### src/rtl/rr_request_arbiter.sv
// Round-robin arbiter: 16 level-sensitive requesters share one slot, with done/drop release and hold timeout.
// Latency: grant registered one cycle after the request is sampled; at least one idle cycle between grants.
// Backpressure: none; requesters hold req until granted, owner holds req until done or forced release.
module rr_request_arbiter #(
    parameter int NREQ     = 16,
    parameter int IDXW     = 4,
    parameter int MAX_HOLD = 15
) (
    input  logic            clk,
    input  logic            rst_n,
    input  logic            ena,
    input  logic [NREQ-1:0] req,
    input  logic            done,
    output logic            grant_valid,
    output logic [IDXW-1:0] grant_idx,
    output logic [NREQ-1:0] grant_onehot,
    output logic [7:0]      grant_code,
    output logic            timeout_pulse
);

    // Hold counter only needs to reach MAX_HOLD-1.
    localparam int HCW = (MAX_HOLD > 2) ? $clog2(MAX_HOLD) : 1;
    localparam logic [HCW-1:0] HOLD_LAST = HCW'((MAX_HOLD > 0) ? (MAX_HOLD - 1) : 0);
    localparam logic [7:0] IDLE_CODE = 8'hF0;

    typedef enum logic {
        IDLE  = 1'b0,
        GRANT = 1'b1
    } state_t;

    state_t          state, state_nxt;
    logic [IDXW-1:0] ptr, ptr_nxt;
    logic [HCW-1:0]  hold_cnt, hold_cnt_nxt;
    logic            grant_valid_nxt;
    logic [IDXW-1:0] grant_idx_nxt;
    logic [NREQ-1:0] grant_onehot_nxt;
    logic [7:0]      grant_code_nxt;
    logic            timeout_pulse_nxt;

    logic            win_found;
    logic [IDXW-1:0] win_idx;
    logic [IDXW-1:0] pos;
    logic            rel_other;
    logic            timeout_hit;

    // Rotating search from ptr+1 around to ptr; scanning from the far end lets the nearest set bit win.
    // NREQ is a power of two, so the IDXW-bit add wraps modulo NREQ.
    always_comb begin
        win_found = 1'b0;
        win_idx   = '0;
        pos       = '0;
        for (int k = NREQ; k >= 1; k--) begin
            pos = ptr + IDXW'(k);
            if (req[pos]) begin
                win_found = 1'b1;
                win_idx   = pos;
            end
        end
    end

    // Release causes while a grant is held; timeout alone is what raises the pulse.
    always_comb begin
        rel_other   = done | ~req[grant_idx] | ~ena;
        timeout_hit = (MAX_HOLD != 0) && (hold_cnt == HOLD_LAST);
    end

    // Next-state and next-output logic; every output is registered.
    always_comb begin
        state_nxt         = state;
        ptr_nxt           = ptr;
        hold_cnt_nxt      = hold_cnt;
        grant_valid_nxt   = grant_valid;
        grant_idx_nxt     = grant_idx;
        grant_onehot_nxt  = grant_onehot;
        grant_code_nxt    = grant_code;
        timeout_pulse_nxt = 1'b0;
        case (state)
            IDLE: begin
                if (ena && win_found) begin
                    state_nxt        = GRANT;
                    hold_cnt_nxt     = '0;
                    grant_valid_nxt  = 1'b1;
                    grant_idx_nxt    = win_idx;
                    grant_onehot_nxt = {{(NREQ-1){1'b0}}, 1'b1} << win_idx;
                    grant_code_nxt   = {{(8-IDXW){1'b0}}, win_idx};
                end
            end
            GRANT: begin
                if (rel_other || timeout_hit) begin
                    // Releasing owner becomes lowest priority for the next search.
                    state_nxt         = IDLE;
                    ptr_nxt           = grant_idx;
                    hold_cnt_nxt      = '0;
                    grant_valid_nxt   = 1'b0;
                    grant_idx_nxt     = '0;
                    grant_onehot_nxt  = '0;
                    grant_code_nxt    = IDLE_CODE;
                    timeout_pulse_nxt = timeout_hit & ~rel_other;
                end else if (hold_cnt != HOLD_LAST) begin
                    hold_cnt_nxt = hold_cnt + HCW'(1);
                end
            end
            default: state_nxt = IDLE;
        endcase
    end

    // State and output registers; reset drops any grant immediately.
    always_ff @(posedge clk or negedge rst_n) begin
        if (!rst_n) begin
            state         <= IDLE;
            ptr           <= IDXW'(NREQ - 1);
            hold_cnt      <= '0;
            grant_valid   <= 1'b0;
            grant_idx     <= '0;
            grant_onehot  <= '0;
            grant_code    <= IDLE_CODE;
            timeout_pulse <= 1'b0;
        end else begin
            state         <= state_nxt;
            ptr           <= ptr_nxt;
            hold_cnt      <= hold_cnt_nxt;
            grant_valid   <= grant_valid_nxt;
            grant_idx     <= grant_idx_nxt;
            grant_onehot  <= grant_onehot_nxt;
            grant_code    <= grant_code_nxt;
            timeout_pulse <= timeout_pulse_nxt;
        end
    end

endmodule

### config.mk
export PLATFORM = sky130hd
export DESIGN_NAME = rr_request_arbiter
export DESIGN_NICKNAME = d
export VERILOG_FILES = /design/src/rtl/rr_request_arbiter.sv
export SDC_FILE = /design/constraint.sdc
export NUM_CORES = 1
export LEC_CHECK = 0
export ABC_AREA = 0
export BUFFER_PORTS_ARGS = -buffer_cell sky130_fd_sc_hd__buf_4
export CAP_MARGIN = 20
export CORE_MARGIN = 2
export CORE_UTILIZATION = 40
export DETAILED_ROUTE_END_ITERATION = 12
export MAX_ROUTING_LAYER = met4
export PLACE_DENSITY = 0.58
export SYNTH_ARGS = -nofsm -noshare
export SYNTH_HDL_FRONTEND = slang
export SYNTH_SLANG_ARGS = --single-unit
### constraint.sdc
create_clock -name clk -period 4.9 [get_ports clk]
set_input_delay 0.735 -clock clk [delete_from_list [all_inputs] [get_ports clk]]
set_output_delay 0.735 -clock clk [all_outputs]
set_load 0.05 [all_outputs]
==> reports/metrics.cfg <==
[cts]
post_cts_buffers=0
clk_pin_slew_ns=0.07
clock_sinks=32
cts_buffers=5
root_buffer=clkbuf_8
h-tree-depth=2
cts_tree=yes
clk_latency_ns=0.28
clockBufferDepth=2

[worst_setup_path]
crit_cells=11
start_kind=flop
crit_chain=buf_4 > ha_1 > xor2_1 > mux2i_1 > mux2i_2 > o221ai_1 > o311a_1 > a211oi_1 > nor3_1 > nor2_1 > a22o_1
cp_max_fo=47
slowest_stage=dfstp_2
slowest_delay_ns=0.53
critPathLaunch=ptr[0]$_DFFE_PN1P_
crit_type=reg -> reg
critPathBufInv=1
reg2regPathDepth=11
ff2ff_setup_slack_ns=0.46
end_kind=flop
r2r-start=ptr[0]$_DFFE_PN1P_
crit_family=compound AO/OA/AOI/OAI gates
cp.arrival_ns=4.66
r2r-end=grant_onehot[7]$_DFFE_PN0P_
cp-endpoint=grant_onehot[7]$_DFFE_PN0P_
cp_data_required_time_ns=5.12

[logic_synthesis]
synth_cells=436
synth_async_sr_flop_share_pct=100
yosys_warnings=0
synthFlopType=dfrtp_1
ys_types=73
postSynthNetCount=465
syn_area_um2=4240
synth_top_area_cell=dfrtp_1
synth.top_cell.area_share_pct=15.9
avgSynthCellArea_um2=9.73
ys_ff_latch=32
ys_seq_area_share_pct=19.0
synth_area_leaders=dfrtp_1 (16%), mux4_2 (13%), mux2i_1 (8.0%)
synth-edff-count=0

[sta]
fin_crit_sh_pct=90.6
finalSetupTns_ns=0
setup_viol=0
fin_crit_ns=4.44
fmax_mhz=225
drv_slew=0
hold_viol=0
tightest_slew_ns=0.807
rsz0062_at_grt=no
holdWs_ns=0.385
skew_ns=0.00686
maxSlewHeadroom_pct=45.8

[die]
io_pins=50
fp.dieW_um=107
initial_core_util_pct=41.1
coreArea_um2=10300
fp-row-count=37
fp.dieH_um=107
die_area_um2=11400

[finish]
fin_cells=612
drive_above_1_share_pct=26.7
fillers=973
multiInputGateArea_um2=3200
layout_common_cells=buf_4 (59), nand2_1 (43), mux2i_1 (33)
nNetsFinal=504
layout_commonest_cell=buf_4
diodes=0
ff_latch_area_um2=807
final_util_pct=46.5
syn2layout_area_growth_pct=13.1

[route]
drc=0
drt_iter0_drc=315
wl_per_cell_um=22.4
num_vias=3985
firstDrtPassIters=7
drt_wl_total_um=13700
drtAntennaViolNets=0
via_per_inst=6.51

[job]
cap_viol_max_count=0

[global_routing]
global_route.usage.total_pct=25.2
grt_max_degree=48
antenna_found_initial=0
grt_pass1_vias=3681
grt_pass1_wl_um=21700
grt_overflow_total=0

[placed_design]
gp_congestion=0.974
hpwlAfterDp_um=10300
placed_cells=604
port_buffers=49

[status]
outcome=finished, final reports clean

[worst_hold_path]
hold_path.class=in -> async

repair_timing:
| item | CTS | global route |
|---|---|---|
| gates resized for setup | 0 | 1 |
| endpoints found under the hold margin | 0 | 0 |
| hold buffers | 0 | 0 |
| endpoints found under the setup margin | 0 | 5 |
worst min-delay path by stage:
| stage | slack [ns] | cells after the start | start | end |
|---|---|---|---|---|
| after floorplan | 0.44 | 0 | rst_n | grant_code[3]$_DFFE_PN0P_ |
| after global placement | 0.46 | 2 | grant_onehot[12]$_DFFE_PN0P_ | grant_onehot[12]$_DFFE_PN0P_ |
| after detailed placement | 0.47 | 2 | grant_valid$_DFFE_PN0P_ | grant_valid$_DFFE_PN0P_ |
| after CTS | 0.39 | 1 | rst_n | grant_onehot[0]$_DFFE_PN0P_ |
| after global routing | 0.40 | 1 | rst_n | grant_onehot[4]$_DFFE_PN0P_ |
| final | 0.38 | 1 | rst_n | grant_onehot[4]$_DFFE_PN0P_ |
area by class of cell:
cell class | count | share of cell area, %
clock inverter | 1 | 0.626
tap | 136 | 3.55
clock buffer | 7 | 2.01
multi-input combinational | 363 | 66.7
timing repair buffer | 59 | 9.23
inverter | 14 | 1.10
sequential | 32 | 16.8
worst register-to-register path: stages, from the launching register on:
cell and delay (ns):
dfstp_2 0.53, buf_4 0.53, ha_1 0.39, xor2_1 0.50, mux2i_1 0.25, mux2i_2 0.47
o221ai_1 0.28, o311a_1 0.38, a211oi_1 0.42, nor3_1 0.15, nor2_1 0.30, a22o_1 0.18
per-stage QoR:
step / setup slack, ns / cell area (um2)
6_report: 0.462 / 4800
5_1_grt: 0.170 / 4800
4_1_cts: 0.376 / 4790
3_5_place_dp: 0.388 / 4670
3_3_place_gp: 0.469 / 4670
2_1_floorplan: 0.684 / 4240
cells in the mapped netlist, types with 7 or more instances:
| master | n |
|---|---|
| mux4_1 | 12 |
| a22o_1 | 8 |
| nor2_1 | 22 |
| buf_4 | 7 |
| nand3_1 | 14 |
| mux2i_1 | 34 |
| mux2_2 | 17 |
| dfrtp_1 | 27 |
| nand2_1 | 43 |
| a211oi_1 | 8 |
| o22ai_1 | 7 |
| xnor2_1 | 12 |
| o21ai_0 | 27 |
| a21oi_1 | 11 |
| inv_1 | 8 |
| mux4_2 | 25 |
| ha_1 | 9 |
| nor3_1 | 12 |
registers in the layout, indices dropped and copies added (netlist names):
| name | count |
|---|---|
| timeout_pulse | 1 |
| grant_code | 2 |
| hold_cnt | 4 |
| grant_valid | 1 |
| state | 1 |
| ptr | 4 |
| grant_onehot | 16 |
| grant_idx | 3 |
metal layers:
metal | GRT usage (%) | wire, um
met5 | - | 0
met1 | 35.9 | 6240
met4 | 4.92 | 233
met3 | 2.67 | 774
met2 | 39.2 | 6480
cells by family (layout without fill, tap and decap cells):
logic type | count (synthesis) | count (layout) | share of synthesized area [%]
multiplexers | 91 | 91 | 34.1
AND/OR/NAND/NOR | 131 | 131 | 15.6
adder cells (fa/ha/maj) | 9 | 9 | 2.66
AO/OA/AOI/OAI | 117 | 117 | 19.9
flip-flops | 32 | 32 | 19.0
XOR/XNOR | 15 | 15 | 3.10
buffers and inverters | 41 | 81 | 5.64
Power is left out: the tool's default activity adds up to more than one toggle a clock period on the data nets, which glitch-free logic cannot reach.
